`src/rtl/mem_access_unit.sv`:
```
// Data-memory access unit: packs stores into byte lanes, extends loads, and
// sequences one CPU request at a time through a req/ack memory handshake.
module mem_access_unit #(
  parameter int unsigned MEM_TIMEOUT = 255,
  parameter int unsigned CNT_W       = 8
) (
  input  logic        clk,
  input  logic        reset,
  input  logic        req_valid,
  output logic        req_ready,
  input  logic        req_we,
  input  logic [1:0]  req_size,
  input  logic        req_sign,
  input  logic [31:0] req_addr,
  input  logic [31:0] req_wdata,
  output logic        resp_valid,
  output logic [31:0] resp_rdata,
  output logic        resp_err,
  output logic        mem_req,
  output logic        mem_we,
  output logic [3:0]  mem_be,
  output logic [31:0] mem_addr,
  output logic [31:0] mem_wdata,
  input  logic        mem_ack,
  input  logic [31:0] mem_rdata
);

  typedef enum logic [1:0] {IDLE, ISSUE, RESP} state_t;

  state_t           state, state_nxt;
  logic [1:0]       size_q;
  logic             sign_q;
  logic [1:0]       off_q;
  logic [CNT_W-1:0] cnt;
  logic             bad_req;
  logic             timeout_hit;
  logic             accept;
  logic [7:0]       ld_byte;
  logic [15:0]      ld_half;
  logic [31:0]      load_data;

  always_comb begin
    bad_req = (req_size == 2'b11)
            | ((req_size == 2'b01) & req_addr[0])
            | ((req_size == 2'b10) & (req_addr[1:0] != 2'b00));
  end

  // Counter holds the number of ack-less ISSUE cycles already spent.
  always_comb begin
    timeout_hit = (MEM_TIMEOUT != 0) && (cnt == CNT_W'(MEM_TIMEOUT - 1));
  end

  always_comb begin
    accept = (state == IDLE) && req_valid;
  end

  always_ff @(posedge clk or negedge reset) begin
    if (!reset) state <= IDLE;
    else        state <= state_nxt;
  end

  always_comb begin
    state_nxt  = state;
    req_ready  = 1'b0;
    mem_req    = 1'b0;
    resp_valid = 1'b0;
    case (state)
      IDLE: begin
        req_ready = 1'b1;
        if (req_valid) state_nxt = bad_req ? RESP : ISSUE;
      end
      ISSUE: begin
        mem_req = 1'b1;
        if (mem_ack || timeout_hit) state_nxt = RESP;
      end
      RESP: begin
        resp_valid = 1'b1;
        state_nxt  = IDLE;
      end
      default: state_nxt = IDLE;
    endcase
  end

  always_comb begin
    case (off_q)
      2'd0:    ld_byte = mem_rdata[7:0];
      2'd1:    ld_byte = mem_rdata[15:8];
      2'd2:    ld_byte = mem_rdata[23:16];
      default: ld_byte = mem_rdata[31:24];
    endcase
    ld_half = off_q[1] ? mem_rdata[31:16] : mem_rdata[15:0];
    case (size_q)
      2'b00:   load_data = {{24{sign_q & ld_byte[7]}}, ld_byte};
      2'b01:   load_data = {{16{sign_q & ld_half[15]}}, ld_half};
      default: load_data = mem_rdata;
    endcase
  end

  always_ff @(posedge clk or negedge reset) begin
    if (!reset) begin
      size_q     <= '0;
      sign_q     <= 1'b0;
      off_q      <= '0;
      cnt        <= '0;
      mem_we     <= 1'b0;
      mem_be     <= '0;
      mem_addr   <= '0;
      mem_wdata  <= '0;
      resp_rdata <= '0;
      resp_err   <= 1'b0;
    end else if (accept) begin
      size_q     <= req_size;
      sign_q     <= req_sign;
      off_q      <= req_addr[1:0];
      cnt        <= '0;
      mem_we     <= req_we;
      mem_addr   <= {req_addr[31:2], 2'b00};
      resp_rdata <= '0;
      resp_err   <= bad_req;
      case (req_size)
        2'b00:   mem_wdata <= {4{req_wdata[7:0]}};
        2'b01:   mem_wdata <= {2{req_wdata[15:0]}};
        default: mem_wdata <= req_wdata;
      endcase
      if (!req_we)                mem_be <= 4'b1111;
      else if (req_size == 2'b00) mem_be <= 4'b0001 << req_addr[1:0];
      else if (req_size == 2'b01) mem_be <= req_addr[1] ? 4'b1100 : 4'b0011;
      else                        mem_be <= 4'b1111;
    end else if (state == ISSUE) begin
      // Ack takes priority over a timeout expiring in the same cycle.
      if (mem_ack) begin
        resp_rdata <= mem_we ? '0 : load_data;
        resp_err   <= 1'b0;
      end else if (timeout_hit) begin
        resp_rdata <= '0;
        resp_err   <= 1'b1;
      end else begin
        cnt <= cnt + 1'b1;
      end
    end
  end

endmodule

```
`config.mk`:
```
export PLATFORM = sky130hd
export DESIGN_NAME = mem_access_unit
export DESIGN_NICKNAME = d
export VERILOG_FILES = /design/src/rtl/mem_access_unit.sv
export SDC_FILE = /design/constraint.sdc
export NUM_CORES = 1
export LEC_CHECK = 0
export ABC_CLOCK_PERIOD_IN_PS = 5400
export CAP_MARGIN = 5
export CORE_MARGIN = 5
export CORE_UTILIZATION = 48
export CTS_CLUSTER_SIZE = 16
export DETAILED_ROUTE_END_ITERATION = 12
export HOLD_SLACK_MARGIN = 0.05
export PLACE_DENSITY = 0.87
export RECOVER_POWER = 25
export REMOVE_ABC_BUFFERS = 1
export SYNTH_ARGS = -nofsm -noshare
export SYNTH_HDL_FRONTEND = slang
export SYNTH_SLANG_ARGS = --single-unit
export TNS_END_PERCENT = 5
```
`constraint.sdc`:
```
create_clock -name clk -period 5.4 [get_ports clk]
set_input_delay 1.35 -clock clk [delete_from_list [all_inputs] [get_ports clk]]
set_output_delay 1.35 -clock clk [all_outputs]
set_load 0.05 [all_outputs]
```
==> out/qor.yml, run 1 <==
run:
  drv_cap: 1
detailed_routing:
  routed_via_density: 5.47
  drtIter0Drc: 358
  firstDrtPassIters: 6
  drc: 0
  ant_nets: 0
  wl_per_cell_um: 18.6
  routed_wl_mm: 16.7
  vias: 4921
floorplan:
  die-width_um: 116
  die_area_sq_um: 13500
  die_h_um: 116
  rows: 38
  start_util_pct: 49.6
  pin_count: 209
  core-area_sq_um: 10900
timing:
  relSlewSlack_pct: -38.9
  finClkSkew_ns: 0.00683
  rsz0062_at_grt: "no"
  drv_slew: 86
  setup_violations: 0
  tns_ns: 0
  hold_viol: 0
  timing.hold.ws_ns: 0.471
  finalCriticalPeriod_ns: 3.40
  worst_slack_ns: 2.00
  worstMarginPinSlew_ns: 2.08
  max_freq_ghz: 0.294
  fin_crit_sh_pct: 63.0
cts:
  cts_sinks: 115
  cts_buffers: 17
  cts_buffer_depth: 2
  postCtsSetupBuffers: 0
  clock-root-buffer: "clkbuf_16"
  cts_tree: "yes"
  cts.hold.buffers_added: 0
  cts_resized: 0
  clkTransAtPathRegs_ns: 0.06
  htreeDepth: 4
  clk_latency_ns: 0.41
cells_and_area:
  seqCellArea_sq_um: 2880
  n_fill_cell: 749
  multi_input_area_sq_um: 2340
  final_nets: 852
  antenna_cells: 0
  drive_gt1_share_pct: 6.98
  syn2layout_area_growth_pct: 49.4
logic_synthesis:
  synthTopCellsByArea: "dfrtp_1 (53%), nand2_1 (11%), mux2i_1 (5.9%), a221o_1 (3.0%), a21oi_1 (2.6%)"
  synth_warnings: 0
  synth_most_common_cell: "nand2_1"
  synthTopCellsByCount: "nand2_1 (157), dfrtp_1 (115), nor2_1 (35), mux2i_1 (32)"
  synth_cell_types: 51
  ys_seq_elements: 115
  async_flop_share_pct: 100
  synth-edff-count: 0
  synth_area_sq_um: 5430
  synth_cells: 557
  syn-mean-instance-area_sq_um: 9.74
  synth_top_area_share_pct: 53.0
  ys_seq_area_share_pct: 53.0
  synth_flop_cell: "dfrtp_1"
  yosysTopAreaCell: "dfrtp_1"
power:
  ir_worst_vdd_v: 0.000392
  p_per_area_nw_per_um2: 507
  p_leak_nw: 3.67
global_routing:
  grt.total_usage_pct: 25.8
  grt.met1_usage_pct: 29.0
  grt_pass1_wl_mm: 27.0
  grt_use_met2_pct: 43.1
  antenna_found_initial: 0
  top_usage_layer: "met2"
  gr-total-overflow: 0
  grt_pass1_vias: 5324
  grt_max_degree: 91
  use_met3_pct: 11.7
worst_hold_path:
  hold_path_end: "mem_addr[26]"
  hp-class: "flip-flop to flip-flop"
  holdPathStages: 2
  hold_path_startpoint: "mem_addr[26]"
status:
  status: "complete, but fails checks"
  violations: "max-capacitance violations, max-slew violations"
worst_setup_path:
  crit_fanout: 9
  cp.arrival_ns: 2.05
  endpoint_kind: "primary output"
  critPathRequiredTime_ns: 4.05
  r2r_end: "resp_rdata[17]"
  critical_path_class: "flip-flop to primary output"
  r2r_start: "state[1]"
  rrSetupSlack_ns: 2.96
  start_kind: "flip-flop"
  reg2regPathDepth: 4
placed_design:
  post-place-ws_ns: 1.63
  dp_hpwl_mm: 11.8
  gp_congestion: 0.824
  numPortBuffers: 206
-- power by group --
group / internal [mW] / switching [mW]
Combinational: 0.580 / 1.13
Clock: 0.758 / 0.391
Sequential: 1.07 / 0.179
Total: 2.41 / 1.70
-- stage by stage --
step	instances	util [%]	power, mW	instance area (sq um)
CTS	899	74.1	4.13	8110
global placement	867	68.6	2.93	7500
finish	899	74.1	4.11	8110
detailed placement	867	68.6	2.97	7500
global route	899	74.1	4.30	8110
floorplan	518	-	2.31	5240
-- sequential cells by signal, summed over array words and instances (netlist names) --
signal      flops
mem_be          4
resp_err        1
resp_rdata     32
state           2
mem_wdata      32
mem_we          1
sign_q          1
mem_addr       30
size_q          2
cnt             8
off_q           2
-- kinds of logic (layout without fill, tap and decap cells) --
group | count (synthesis) | count (layout) | synth area share, %
AO/OA/AOI/OAI | 102 | 102 | 14.1
XOR/XNOR | 1 | 1 | 0.161
adder cells (fa/ha/maj) | 2 | 2 | 0.461
buffers and inverters | 47 | 248 | 3.99
flip-flops | 115 | 115 | 53.0
multiplexers | 40 | 40 | 7.77
other | 1 | 2 | 0.0691
AND/OR/NAND/NOR | 249 | 249 | 20.4
-- routing by layer --
layer	wire length [um]	part of all wire, %	vias up
met1	6050	36	2356
li1	-	-	2288
met2	8220	49	243
met5	0	0	-
met3	2110	13	34
met4	364	2.2	0
-- layout by cell type, fill, tap and decap left out, drive strengths merged, types with 5 or more instances in the layout --
| cell | count |
|---|---|
| nor2 | 36 |
| nand2 | 157 |
| a21oi | 29 |
| nand3 | 8 |
| clkinv | 5 |
| clkbuf | 23 |
| nand2b | 19 |
| mux2i | 32 |
| nor3b | 7 |
| o21ai | 16 |
| dfrtp | 115 |
| o31ai | 8 |
| mux2 | 7 |
| nor2b | 8 |
| inv | 7 |
| o2bb2ai | 6 |
| a32o | 8 |
| a221o | 16 |
| clkdlybuf4s50 | 205 |
-- worst max-delay path by stage --
stage	startpoint	endpoint	slack, ns	cells after the start
2_1_floorplan	req_valid	size_q[0]	-1.20	2
3_3_place_gp	mem_ack	resp_rdata[18]	1.79	5
3_5_place_dp	mem_ack	resp_rdata[27]	1.63	5
4_1_cts	state[0]	mem_req	1.98	3
5_1_grt	mem_ack	resp_rdata[27]	1.89	5
6_report	state[0]	mem_req	2.00	3
-- worst max-delay path: stages, from the launching register on --
cell and delay (ns):
dfrtp_1 0.48, or2b_1 0.27, inv_1 0.07, clkdlybuf4s50_1 0.82
-- cell type report --
type / instances / share of cell area, %
clock buffer: 22 / 5.85
clock inverter: 10 / 1.61
sequential: 115 / 35.5
timing repair buffer: 209 / 25.7
tap: 140 / 2.16
multi-input combinational: 396 / 28.9
inverter: 7 / 0.324
Note: power is estimated with default switching activity, not from simulation.
==> inputs of run 2 (changes only) <==
Settings changed: ABC_CLOCK_PERIOD_IN_PS 5400 to 3400, CORE_UTILIZATION 48 to 44, PLACE_DENSITY 0.87 to 0.8.
Clock period 5.4 ns to 3.4 ns, I/O delays scaled along.
==> run 2 against run 1 <==
Die area grew 8.3%. Total power increased by 54%. Cell area increased by 0.62%. Count of clock-buffer cells in the layout is 5 higher. The run still ends with max-capacitance violations, max-slew violations left. Critical path type unchanged. Flip-flop and latch count unchanged. Combinational power rose by 61%.
==> out/qor.yml, run 2 (synthesis gave the netlist of run 1 again) <==
power:
  ir_worst_vdd_v: 0.000450
  p_per_area_nw_per_um2: 779
  total_power_mw: 6.35
  p_leak_nw: 3.69
timing:
  max_freq_ghz: 0.345
  finalCriticalPeriod_ns: 2.90
  drv_slew: 29
  tns_ns: 0
  relSlewSlack_pct: -14.3
  worstMarginPinSlew_ns: 1.71
  hold_viol: 0
  setup_violations: 0
  rsz0062_at_grt: "no"
  finClkSkew_ns: 0.00633
  fin_crit_sh_pct: 85.4
floorplan:
  die_h_um: 121
  pin_count: 209
  die-width_um: 121
  core-area_sq_um: 12100
  die_area_sq_um: 14700
  start_util_pct: 45.0
  rows: 40
cts:
  clk_latency_ns: 0.41
  cts_resized: 0
  cts_buffers: 17
  cts_buffer_depth: 2
  clkTransAtPathRegs_ns: 0.05
  cts.hold.buffers_added: 0
  htreeDepth: 4
  clock-root-buffer: "clkbuf_16"
  postCtsSetupBuffers: 0
  cts_tree: "yes"
  cts_sinks: 115
worst_setup_path:
  start_kind: "flip-flop"
  endpoint_kind: "primary output"
  critical_path_class: "flip-flop to primary output"
  critPathRequiredTime_ns: 2.55
  cp.arrival_ns: 2.05
  crit_fanout: 9
cells_and_area:
  final_nets: 858
  antenna_cells: 0
  final_common_cell: "clkdlybuf4s50_1"
  fin_util_pct: 67.6
  syn2layout_area_growth_pct: 50.3
  n_fill_cell: 961
  reg.largest.list: "mem_wdata x32, resp_rdata x32, mem_addr x30"
  final_cell_mix: "clkdlybuf4s50_1 (205), nand2_1 (156), dfrtp_1 (115)"
  drive_gt1_share_pct: 7.33
global_routing:
  gr-total-overflow: 0
  grt.total_usage_pct: 22.5
  grt_pass1_vias: 5024
  grt_max_degree: 91
  grt_pass1_wl_mm: 26.0
  antenna_found_initial: 0
placed_design:
  dp_hpwl_mm: 11.5
  gp_congestion: 0.855
  numPortBuffers: 206
detailed_routing:
  routed_via_density: 5.28
  vias: 4924
  firstDrtPassIters: 5
  routed_wl_mm: 16.3
  drtIter0Drc: 399
  ant_nets: 0
  wl_per_cell_um: 17.5
  drc: 0
status:
  status: "complete, but fails checks"
  violations: "max-capacitance violations, max-slew violations"
worst_hold_path:
  hp-class: "flip-flop to flip-flop"
run:
  drv_cap: 1
[run 2: metal layers]
layer	track usage [%]	part of all wire, %	vias up
met4	7.79	1.7	0
li1	-	-	2303
met1	27.3	41	2380
met3	9.00	9.2	28
met5	0	0	-
met2	36.3	48	213
[run 2: report_power, final]
group          internal [mW]  switching (mW)
logic                  0.937            1.82
clock network           1.06           0.583
registers               1.70           0.255
total                   3.69            2.66
[run 2: worst max-delay path, cell delays in order, from the launching register on]
cell	delay, ns
dfrtp_1	0.48
or2b_1	0.28
inv_1	0.07
clkdlybuf4s50_1	0.81
[run 2: worst paths after layout]
| check | start | endpoint | slack [ns] | cells after the start |
|---|---|---|---|---|
| max | state[0] | mem_req | 0.50 | 3 |
| max in group asynchronous | reset | mem_wdata[29] | 0.80 | 2 |
| min reg2reg | mem_addr[16] | mem_addr[16] | 0.47 | 2 |
| min in group asynchronous | reset | mem_be[0] | 0.88 | 1 |
| min | mem_addr[16] | mem_addr[16] | 0.47 | 2 |
| max reg2reg | off_q[1] | resp_rdata[15] | 1.31 | 5 |
[run 2: layout make-up]
| class | count | area [sq um] | area share, % |
|---|---|---|---|
| clock inverters | 4 | 20.0 | 0.245 |
| inverters | 7 | 26.3 | 0.322 |
| clock buffers | 27 | 533 | 6.54 |
| flip-flops and latches | 115 | 2880 | 35.3 |
| repair buffers | 215 | 2150 | 26.3 |
| well taps | 168 | 210 | 2.58 |
| multi-input cells | 396 | 2340 | 28.7 |
[run 2: metrics by stage]
| stage | hold WS [ns] | cells | worst slack (ns) | cell area (sq um) |
|---|---|---|---|---|
| 2_1_floorplan | 0.473 | 518 | -2.70 | 5240 |
| 3_3_place_gp | 0.457 | 901 | 0.725 | 7610 |
| 3_5_place_dp | 0.462 | 901 | 0.626 | 7610 |
| 4_1_cts | 0.375 | 932 | 0.483 | 8160 |
| 5_1_grt | 0.489 | 932 | 0.286 | 8160 |
| 6_report | 0.470 | 932 | 0.498 | 8160 |
==> inputs of run 3 (changes only) <==
Settings changed: CTS_CLUSTER_SIZE 16 to not set.
==> results of run 3 <==
The final DEF is identical to that of run 2; final timing and power are the same.
